$ cat src/rtl/seq_pkg.sv
// Shared definitions for the step sequencer: opcodes, instruction field positions,
// FSM states and result-register indices.
package seq_pkg;

    localparam int WORD_W  = 16;
    localparam int OP_HI   = 15;
    localparam int OP_LO   = 13;
    localparam int DST_HI  = 12;
    localparam int DST_LO  = 11;
    localparam int SRC_HI  = 10;
    localparam int SRC_LO  = 9;
    localparam int RSV_BIT = 8;
    localparam int IMM_HI  = 7;
    localparam int IMM_LO  = 0;

    typedef enum logic [2:0] {
        OP_NOP  = 3'd0,
        OP_LDI  = 3'd1,
        OP_MOV  = 3'd2,
        OP_ADD  = 3'd3,
        OP_SUB  = 3'd4,
        OP_ADDI = 3'd5,
        OP_JNZ  = 3'd6,
        OP_HALT = 3'd7
    } op_e;

    typedef enum logic [0:0] {
        ST_IDLE = 1'b0,
        ST_RUN  = 1'b1
    } state_e;

    localparam logic [1:0] REG_A = 2'd0;
    localparam logic [1:0] REG_B = 2'd1;
    localparam logic [1:0] REG_C = 2'd2;
    localparam logic [1:0] REG_D = 2'd3;

endpackage

$ cat src/rtl/seq_prog_mem.sv
// Program store: DEPTH x 16 words, synchronous write, combinational read.
// Contents are intentionally not reset so a program survives a reset.
module seq_prog_mem
    import seq_pkg::*;
#(
    parameter int DEPTH = 16,
    parameter int PC_W  = $clog2(DEPTH)
) (
    input  logic              clk,
    input  logic              we,
    input  logic [PC_W-1:0]   waddr,
    input  logic [WORD_W-1:0] wdata,
    input  logic [PC_W-1:0]   raddr,
    output logic [WORD_W-1:0] rdata
);

    logic [WORD_W-1:0] mem_r [DEPTH];

    // Program word write port
    always_ff @(posedge clk) begin
        if (we) begin
            mem_r[waddr] <= wdata;
        end
    end

    assign rdata = mem_r[raddr];

endmodule

$ cat src/rtl/seq_step_engine.sv
// One-instruction-per-clock sequencer driving four 8-bit result registers.
// Optional step watchdog: define SEQ_WDOG_EN to abort runs after MAX_STEPS steps.
module seq_step_engine
    import seq_pkg::*;
#(
    parameter  int DEPTH     = 16,
    parameter  int MAX_STEPS = 256,
    localparam int PC_W      = $clog2(DEPTH)
) (
    input  logic              clk,
    input  logic              rst,
    input  logic              prog_we,
    input  logic [PC_W-1:0]   prog_addr,
    input  logic [WORD_W-1:0] prog_data,
    input  logic              start,
    output logic              busy,
    output logic              done,
    output logic              err,
    output logic [7:0]        a,
    output logic [7:0]        b,
    output logic [7:0]        c,
    output logic [7:0]        d
);

    state_e            state_r, state_n;
    logic [PC_W-1:0]   pc_r, pc_n;
    logic [3:0][7:0]   regs_r, regs_n;
    logic              busy_r, done_r, done_n, err_r, err_n;
    logic [WORD_W-1:0] instr_s;
    op_e               op_s;
    logic [1:0]        dst_s, src_s;
    logic [7:0]        imm_s, src_val_s, dst_val_s;
    logic              last_s, halt_s, mem_we_s, wdog_hit_s;
    logic              unused_rsv_s;

    // Writes are only honoured while idle so a running program never changes under itself
    assign mem_we_s = prog_we && (state_r == ST_IDLE);

    seq_prog_mem #(.DEPTH(DEPTH), .PC_W(PC_W)) u_mem (
        .clk   (clk),
        .we    (mem_we_s),
        .waddr (prog_addr),
        .wdata (prog_data),
        .raddr (pc_r),
        .rdata (instr_s)
    );

    assign op_s         = op_e'(instr_s[OP_HI:OP_LO]);
    assign dst_s        = instr_s[DST_HI:DST_LO];
    assign src_s        = instr_s[SRC_HI:SRC_LO];
    assign imm_s        = instr_s[IMM_HI:IMM_LO];
    assign unused_rsv_s = instr_s[RSV_BIT];
    assign src_val_s    = regs_r[src_s];
    assign dst_val_s    = regs_r[dst_s];
    assign last_s       = (pc_r == PC_W'(DEPTH - 1));
    // Falling off the end of the program acts like HALT; JNZ is the only way past the last slot
    assign halt_s       = (op_s == OP_HALT) || ((op_s != OP_JNZ) && last_s);

`ifdef SEQ_WDOG_EN
    localparam int SC_W = $clog2(MAX_STEPS + 1);
    logic [SC_W-1:0] step_cnt_r, step_cnt_n;

    assign wdog_hit_s = (step_cnt_r == SC_W'(MAX_STEPS - 1));

    // Step counter next value: restarts on an accepted start, advances per executed step
    always_comb begin
        step_cnt_n = step_cnt_r;
        if ((state_r == ST_IDLE) && start) begin
            step_cnt_n = '0;
        end else if (state_r == ST_RUN) begin
            step_cnt_n = step_cnt_r + SC_W'(1);
        end else begin
            step_cnt_n = step_cnt_r;
        end
    end

    // Step counter register
    always_ff @(posedge clk or negedge rst) begin
        if (!rst) begin
            step_cnt_r <= '0;
        end else begin
            step_cnt_r <= step_cnt_n;
        end
    end
`else
    // No step limit exists without the watchdog; this can never fire for a legal MAX_STEPS
    assign wdog_hit_s = (MAX_STEPS < 0);
`endif

    // Next-state, program counter and datapath for one executed step
    always_comb begin
        state_n = state_r;
        pc_n    = pc_r;
        regs_n  = regs_r;
        done_n  = 1'b0;
        err_n   = err_r;
        case (state_r)
            ST_IDLE: begin
                if (start) begin
                    state_n = ST_RUN;
                    pc_n    = '0;
                    regs_n  = '0;
                    err_n   = 1'b0;
                end else begin
                    state_n = ST_IDLE;
                end
            end
            ST_RUN: begin
                case (op_s)
                    OP_LDI:  regs_n[dst_s] = imm_s;
                    OP_MOV:  regs_n[dst_s] = src_val_s;
                    OP_ADD:  regs_n[dst_s] = dst_val_s + src_val_s;
                    OP_SUB:  regs_n[dst_s] = dst_val_s - src_val_s;
                    OP_ADDI: regs_n[dst_s] = dst_val_s + imm_s;
                    default: regs_n = regs_r;
                endcase
                if ((op_s == OP_JNZ) && (src_val_s != 8'd0)) begin
                    pc_n = imm_s[PC_W-1:0];
                end else begin
                    pc_n = pc_r + PC_W'(1);
                end
                if (halt_s) begin
                    state_n = ST_IDLE;
                    pc_n    = '0;
                    done_n  = 1'b1;
                end else if (wdog_hit_s) begin
                    state_n = ST_IDLE;
                    pc_n    = '0;
                    err_n   = 1'b1;
                end else begin
                    state_n = ST_RUN;
                end
            end
            default: begin
                state_n = ST_IDLE;
                pc_n    = '0;
            end
        endcase
    end

    // State, datapath and output registers
    always_ff @(posedge clk or negedge rst) begin
        if (!rst) begin
            state_r <= ST_IDLE;
            pc_r    <= '0;
            regs_r  <= '0;
            busy_r  <= 1'b0;
            done_r  <= 1'b0;
            err_r   <= 1'b0;
        end else begin
            state_r <= state_n;
            pc_r    <= pc_n;
            regs_r  <= regs_n;
            busy_r  <= (state_n == ST_RUN);
            done_r  <= done_n;
            err_r   <= err_n;
        end
    end

    assign busy = busy_r;
    assign done = done_r;
    assign err  = err_r;
    assign a    = regs_r[REG_A];
    assign b    = regs_r[REG_B];
    assign c    = regs_r[REG_C];
    assign d    = regs_r[REG_D];

endmodule

$ cat config.mk
export PLATFORM = sky130hd
export DESIGN_NAME = seq_step_engine
export DESIGN_NICKNAME = d
export VERILOG_FILES = /design/src/rtl/seq_pkg.sv /design/src/rtl/seq_prog_mem.sv /design/src/rtl/seq_step_engine.sv
export SDC_FILE = /design/constraint.sdc
export NUM_CORES = 1
export LEC_CHECK = 0
export ABC_AREA = 0
export ABC_CLOCK_PERIOD_IN_PS = 13800
export CORE_AREA = 2 2 162 132
export CTS_CLUSTER_SIZE = 12
export DETAILED_ROUTE_END_ITERATION = 16
export DIE_AREA = 0 0 164 134
export PLACE_DENSITY = 0.9
export SKIP_CTS_REPAIR_TIMING = 1
export SYNTH_ARGS = -nofsm -noshare
export SYNTH_HDL_FRONTEND = slang
export SYNTH_SLANG_ARGS = --single-unit
$ cat constraint.sdc
create_clock -name clk -period 13.8 [get_ports clk]
set_clock_uncertainty 0.15 [all_clocks]
set_input_delay 2.76 -clock clk [delete_from_list [all_inputs] [get_ports clk]]
set_output_delay 2.76 -clock clk [all_outputs]
set_load 0.01 [all_outputs]
After elaboration in Yosys (flattened, before gate mapping)
Memory sizes are Yosys's and may differ from the RTL's.
Cells that the tools add are included.
{"block": "classes", "add_sub_neg": 4, "order_cmp": 3, "n_eq_ne": 11, "mux": 27, "bitwise_logic": 1, "reduce_logical": 8}
{"operator": "$bwmux W32", "n": 5}
{"operator": "$pmux W32 S5", "n": 1}
{"operator": "$pmux W32 S2", "n": 1}
{"operator": "$bmux W8 S2", "n": 2}
{"operator": "$mux W32", "n": 1}
{"operator": "$mux W8", "n": 3}
{"operator": "$add A8 B8 Y8", "n": 2}
{"operator": "$demux W8 S2", "n": 1}
{"operator": "$eq A3 B3 Y1 const B", "n": 4}
{"operator": "$mux W4", "n": 3}
{"operator": "$mux W1", "n": 8}
{"operator": "$pmux W4 S2", "n": 1}
{"operator": "$reduce_bool A8 Y1", "n": 1}
{"operator": "$sub A8 B8 Y8", "n": 1}
{"operator": "$eq A3 B2 Y1 const B", "n": 2}
{"operator": "$lt A2 B3 Y1 const B", "n": 2}
{"operator": "$ne A6 B1 Y1 const B", "n": 1}
{"operator": "$add A4 B1 Y4 const B", "n": 1}
{"operator": "$eq A4 B4 Y1 const B", "n": 1}
{"operator": "$logic_and A1 B1 Y1", "n": 4}
{"operator": "$reduce_and A2 Y1", "n": 2}
{"operator": "$eq A3 B1 Y1 const B", "n": 1}
{"operator": "$ne A3 B3 Y1 const B", "n": 1}
{"operator": "$ge A2 B1 Y1 const B", "n": 1}
{"operator": "other kinds (4)", "n": 4}
{"block": "word_totals", "regBits": 39, "mem_bits_rw": 256, "output_inout_bits": 35, "wordCells": 63, "n_memories": 1}
{"memory": "u_mem.mem_r", "words": 16, "word_bits": 16, "read_ports": 1, "rd_ports_with_merged_regs": 0, "wr": 1, "line_no": "seq_prog_mem.sv:17", "source": "logic [WORD_W-1:0] mem_r [DEPTH];"}

Logic depth before layout (Yosys ltp)
Gate-level depths: netlist of the first run.
An unclocked memory read counts as a cell.
{"block": "depth", "word_depth": 8, "mapped_depth": 21, "ltp_nobuf": 18}

Hierarchy
A second synthesis of the first run with hierarchy kept.
{"block": "hier_totals", "cells_unflattened": 907, "area_unflattened_um2": 13733.2}
{"module": "seq_prog_mem", "instances": 1, "cells_per_inst": 416, "area_per_inst_um2": 9723.1, "seq_area_each_um2": 7687.4}
{"module": "seq_step_engine", "instances": 1, "cells_per_inst": 491, "area_per_inst_um2": 4010.1, "seq_area_each_um2": 950.9}

Worst setup path after synthesis of the first run
No wires, ideal clock.
{"block": "synth_timing", "kind": "flip-flop to flip-flop", "startpoint": "reg pc_r[0]", "endpoint": "reg regs_r, in the netlist a[7]", "t_arrival_ns": 4.879, "required_time_ns": 13.528, "path_slack_ns": 8.650, "path_stages_with_launch": 19, "path_buffers": 5, "path_cell_list": "dfrtp_1 -> buf_6 -> buf_4 -> buf_2 -> buf_2 -> buf_2 -> mux4_2 -> mux4_2 -> ha_1 -> a21o_1 -> a21oi_1 -> o21ai_0 -> o41ai_1 -> xor2_1 -> xnor2_1 -> nor2_1 -> a311oi_2 -> o211ai_1 -> a32o_1"}
{"block": "synth_via", "elab_chain_cells": 8}
{"item": "start, declared", "line_no": "seq_step_engine.sv:26", "source": "logic [PC_W-1:0] pc_r, pc_n;"}
{"item": "start signal, assigned", "line_no": "seq_step_engine.sv:152", "source": "pc_r <= pc_n;"}
{"item": "$mem_v2 Z16 W16 *"}
{"item": "branches (longest 7 deep; another with $add A8 B8 Y8)"}
{"item": "end signal, assigned", "line_no": "seq_step_engine.sv:153", "source": "regs_r <= regs_n;"}
{"item": "end, declared", "line_no": "seq_step_engine.sv:27", "source": "logic [3:0][7:0] regs_r, regs_n;"}
Every way passes the cells marked *. The select of a mux whose other input is x is not followed.
A chain may end at the register's enable or synchronous reset.

Worst setup path after layout of the first run
Same ends and word-level chain as after synthesis.

==> results.yml, run 1 <==
synthesis:
  synth.avg_cell_area_um2: 14.99
  yosysSeqAreaShare: 0.6246
  synth_top_cells_by_area: "edfxtp_1 (55%), mux4_2 (11%), dfrtp_1 (7.3%)"
  synth.net_count: 919
  synth_commonest_cells: "edfxtp_1 (240), nand2_1 (71), mux4_2 (63), nor2_1 (51), mux2i_1 (43)"
  ys.flop_type: "edfxtp_1"
  yosysMostFrequentCell: "edfxtp_1"
  postSynthCellCount: 871
  synth_cell_types: 70
  ys_ff_latch: 278
  synth-edff-count: 240
  syn-cell-area_um2: 13060
  yosysTopAreaCellShare: 0.5518
  synthArstFlopShare: 0.1367
  synth_top_cell_by_area: "edfxtp_1"
  yosysWarnings: 0
drt:
  drcViolationCount: 0
  drt_iter0_markers: 1387
  drt_wl_total_mm: 33.04
  dr.pass1.iters: 6
  num_vias: 8544
  vias_per_cell: 6.929
  ant_nets: 0
  post_drt_wl_per_cell_um: 26.80
floorplanning:
  rows: 47
  dieArea_um2: 21980
  core_um2: 20410
  fp.dieH_um: 134
  initial_core_util: 0.6400
  die_x_um: 164
  pin_count: 59
sta:
  worst_slew_pin_slew_ns: 1.139
  final.period_utilization: 0.5080
  max_freq_mhz: 142.6
  timing.hold.ws_ns: 0.3952
  setup-tns-final_ns: 0
  maxSlewHeadroom: 0.2400
  rsz0062_at_grt: "no"
  fin_crit_ns: 7.011
  hold_violations: 0
  setup_viol: 0
  slew_violations: 0
cells_and_area:
  fillers: 1219
  drive_above_1_share: 0.1526
  multi_input_comb_area_um2: 4632
  layout.cells.non_filler: 1233
  layout.area.seq_um2: 8163
  final_nets: 989
  areaGrowthSynthToFinish_pct: 13.38
  design_area_um2: 14810
setup_path:
  crit_required_ns: 14.07
  cp.arrival_ns: 7.28
  crit_path_start_kind: "register"
  path_class: "register to register"
  worstPathMaxFanout: 37
  critPathCaptureType: "register"
placed_design:
  hpwl_mm: 21.52
  dpl_cell_area_um2: 13960
  io_buffers: 56
  placed_cells: 1180
  gp_congestion: 1.016
clock_network:
  clk_transition_reported_paths_ns: 0.06
  cts_max_level: 1
  clockBufferDepth: 3
  clock_latency_ns: 0.55
  clock-sinks: 278
  cts_tree: "done"
  cts_buffers: 28
  cts_root_buffer: "clkbuf_16"
global_route:
  grt_pass1_wl_mm: 50.30
  grt.overflow.total: 0
  grt_usage: 0.3100
  first_global_vias: 8629
  antenna_found_initial: 1
  grt_start_max_net_pins: 51
hold_path:
  min_path_type: "register to register"
run:
  cap_violations: 0
run_status:
  status: "complete, no violations"
cell families after synthesis:
logic type | share of synthesized area
fa+ha+maj | 0.02472
compound gates | 0.09724
mux | 0.1522
other cells | 0.0002871
buf+inv | 0.02242
flops | 0.6246
simple gates | 0.06773
xor+xnor | 0.01073
worst paths after layout:
kind	endpoint	slack, ns	startpoint	cells after the start
worst max-delay path	a[7]$_DFFE_PN0P_	6.79	pc_r[0]$_DFFE_PN0N_	17
worst min-delay path	a[0]$_DFFE_PN0P_	0.40	a[0]$_DFFE_PN0P_	1
worst max register to register	a[7]$_DFFE_PN0P_	6.79	pc_r[0]$_DFFE_PN0N_	17
worst min register to register	a[0]$_DFFE_PN0P_	0.40	a[0]$_DFFE_PN0P_	1
max in group asynchronous	pc_r[0]$_DFFE_PN0N_	10.68	rst	1
min in group asynchronous	d[5]$_DFFE_PN0P_	2.19	rst	1
sequential cells by signal (all words and copies together) (netlist names):
signal / count
pc_r: 4
a: 8
busy: 1
done: 1
b: 8
d: 8
u_mem.mem_r: 240
c: 8
stage by stage:
stage,worst slack (ns),utilization
2_1_floorplan,8.650,-
3_3_place_gp,7.149,0.6842
3_5_place_dp,7.080,0.6842
4_1_cts,6.901,0.7256
5_1_grt,6.453,0.7256
6_report,6.789,0.7257
placed cells by master, fill, tap and decap left out, types with 8 or more instances in the layout:
| master | n |
|---|---|
| nor2b_1 | 12 |
| mux2i_1 | 43 |
| clkbuf_1 | 18 |
| nand3_1 | 12 |
| buf_4 | 24 |
| inv_1 | 21 |
| dfrtp_1 | 36 |
| edfxtp_1 | 240 |
| o21ai_0 | 38 |
| ha_1 | 21 |
| clkdlybuf4s50_1 | 55 |
| clkbuf_16 | 28 |
| a21oi_1 | 41 |
| nand2_1 | 71 |
| xor2_1 | 9 |
| nor2_1 | 50 |
| a21o_1 | 8 |
| nor3_1 | 15 |
| mux4_2 | 63 |
| a22o_1 | 10 |
| a211oi_1 | 8 |
layout make-up:
type,instances,share of cell area
Antenna cell,1,0.0001690
Clock buffer,47,0.05281
Clock inverter,5,0.004225
Inverter,25,0.006337
Multi-Input combinational cell,528,0.3128
Sequential cell,278,0.5512
Tap cell,269,0.02273
Timing Repair Buffer,80,0.04968
critical path, cell delays in order, from the launching register on:
cell	delay, ns
dfrtp_4	0.90
buf_4	0.57
mux2i_1	0.26
nand3_1	0.20
and4_1	0.37
nor2_1	0.86
mux2i_1	0.65
ha_1	0.34
a21o_1	0.16
a21oi_1	0.23
o21ai_0	0.22
o41ai_1	0.49
xor2_1	0.22
xnor2_1	0.13
nor2_1	0.06
a311oi_2	0.44
o211ai_1	0.27
a32o_1	0.31
per-layer routing:
layer  GRT usage  up-vias  routed length (um)
met3     0.07947       93                3970
met1      0.4367     4284               12570
li1            -     3592                   -
met5           0        -                   0
met4     0.08577        0                 951
met2      0.4893      575               15550
Power of run 1 is left out: the tool's default activity adds up to more than one toggle a clock period on the data nets, which glitch-free logic cannot reach.
==> inputs of run 2 (changes only) <==
--- a/config.mk
+++ b/config.mk
@@ -6,12 +6,12 @@
 export NUM_CORES = 1
 export LEC_CHECK = 0
 export ABC_AREA = 0
-export ABC_CLOCK_PERIOD_IN_PS = 13800
-export CORE_AREA = 2 2 162 132
+export ABC_CLOCK_PERIOD_IN_PS = 7100
+export CORE_AREA = 2 2 167 136
 export CTS_CLUSTER_SIZE = 12
 export DETAILED_ROUTE_END_ITERATION = 16
-export DIE_AREA = 0 0 164 134
-export PLACE_DENSITY = 0.9
+export DIE_AREA = 0 0 169 138
+export PLACE_DENSITY = 0.86
 export SKIP_CTS_REPAIR_TIMING = 1
 export SYNTH_ARGS = -nofsm -noshare
 export SYNTH_HDL_FRONTEND = slang
==> constraint.sdc (replaced) <==
create_clock -name clk -period 7.1 [get_ports clk]
set_clock_uncertainty 0.15 [all_clocks]
set_input_delay 1.42 -clock clk [delete_from_list [all_inputs] [get_ports clk]]
set_output_delay 1.42 -clock clk [all_outputs]
set_load 0.01 [all_outputs]
==> run 2 against run 1 <==
Sequential share of layout area increased by 0.42 points. Critical path type unchanged. Critical path depth decreased by 1. Cell count decreased by 0.32%. Setup slack got worse by 6.1 ns. Core utilization decreased by 5.6 points. Die area increased by 6.1%. Cell area decreased by 0.75%. Largest cell class unchanged. Via count decreased by 2.4%. Register-to-register slack got worse by 6.1 ns. Flip-flop and latch count unchanged. Worst hold slack got worse by 0.016 ns. Wire length increased by 0.18%.
==> results.yml, run 2 (synthesized netlist as in run 1, its figures left out) <==
sta:
  maxSlewHeadroom: 0.1864
  worst_slew_pin_slew_ns: 1.219
  hold_violations: 0
  setup_viol: 0
  rsz0062_at_grt: "no"
  setup_ws_ns: 0.6928
  max_freq_mhz: 156.1
  fin_crit_ns: 6.407
  final.period_utilization: 0.9024
  setup-tns-final_ns: 0
  slew_violations: 0
clock_network:
  clockBufferDepth: 3
  cts_buffers: 27
  clk_transition_reported_paths_ns: 0.07
  cts_max_level: 1
  clock_latency_ns: 0.54
  cts_tree: "done"
  clock-sinks: 278
  cts_root_buffer: "clkbuf_16"
floorplanning:
  die_x_um: 169
  dieArea_um2: 23320
  initial_core_util: 0.5950
  rows: 49
  pin_count: 59
  fp.dieH_um: 138
  core_um2: 21950
setup_path:
  crit_chain: "mux2i_1 > a22oi_1 > and4_1 > nor2_1 > mux2i_1 > ha_1 > nor2b_1 > o21ai_0 > a21oi_1 > o21a_1 > o41ai_1 > xor2_1 > a21oi_1 > a311oi_2 > o211ai_1 > a32o_1"
  cpPeakStageDelay_ns: 1.03
  cpMaxStageDelayCell: "dfrtp_1"
  critPathCaptureType: "register"
  cp.arrival_ns: 6.67
  crit_required_ns: 7.37
  path_class: "register to register"
  path_buf_inv: 0
  path_delay_family: "compound AO/OA/AOI/OAI gates"
  worstPathMaxFanout: 22
  crit_path_start_kind: "register"
drt:
  ant_nets: 0
  drcViolationCount: 0
  dr.pass1.iters: 6
  vias_per_cell: 6.788
  drt_wl_total_mm: 33.10
  num_vias: 8342
  drt_iter0_markers: 1455
  post_drt_wl_per_cell_um: 26.93
global_route:
  first_global_vias: 7994
  grt_use_met2: 0.4446
  grt_usage: 0.2885
  grt_pass1_wl_mm: 49.76
  grt_start_max_net_pins: 41
  gr-max-usage-layer: "met2"
  antenna_found_initial: 0
  grt.overflow.total: 0
  met3_usage: 0.06785
  grt.met1_usage: 0.4257
cells_and_area:
  areaGrowthSynthToFinish_pct: 12.53
  mostFrequentLayoutCells: "edfxtp_1 (240), nand2_1 (71), mux4_2 (63)"
  regMostFlops: "u_mem.mem_r"
  layout.cells.most_common: "edfxtp_1"
  antenna_cells: 0
  multi_input_comb_area_um2: 4642
  drive_above_1_share: 0.1528
  largest_register_ffs: 240
  fillers: 1485
  layout.area.seq_um2: 8163
  final_nets: 986
placed_design:
  place_ws_ns: 0.9365
  gp_congestion: 0.9754
  io_buffers: 56
  hpwl_mm: 21.74
hold_path:
  min_path_type: "register to register"
run:
  cap_violations: 0
run_status:
  status: "complete, no violations"
==> run 2: layout make-up <==
type	count	share of cell area
sequential	278	0.5554
multi-input combinational	528	0.3159
timing repair buffer	78	0.04904
clock buffer	37	0.04853
tap	280	0.02384
inverter	25	0.006385
clock inverter	3	0.0009365
==> run 2: metal layers <==
| layer | up-vias | part of all wire |
|---|---|---|
| met3 | 69 | 0.12 |
| li1 | 3576 | - |
| met5 | - | 0 |
| met1 | 4172 | 0.40 |
| met2 | 525 | 0.46 |
| met4 | 0 | 0.025 |
==> run 2: per-stage QoR <==
step	instances	utilization	area (um2)	hold slack (ns)
CTS	1229	0.6696	14700	0.3748
finish	1229	0.6696	14700	0.3788
global placement	1189	0.6365	13970	0.3701
detailed placement	1189	0.6365	13970	0.3613
global route	1229	0.6696	14700	0.4017
floorplan	871	-	13060	0.3906
==> run 2: final timing paths <==
check                               startpoint             endpoint  slack [ns]  depth (start not counted)
setup / recovery           pc_r[2]$_DFFE_PN0N_     d[7]$_DFFE_PN0P_        0.69                         16
hold / removal                a[0]$_DFFE_PN0P_     a[0]$_DFFE_PN0P_        0.38                          1
setup reg to reg           pc_r[2]$_DFFE_PN0N_     d[7]$_DFFE_PN0P_        0.69                         16
hold reg to reg               a[0]$_DFFE_PN0P_     a[0]$_DFFE_PN0P_        0.38                          1
max in group asynchronous                  rst  pc_r[0]$_DFFE_PN0N_        5.29                          1
min in group asynchronous                  rst       busy$_DFF_PN0_        0.86                          1
Power of run 2 is left out for the same reason.
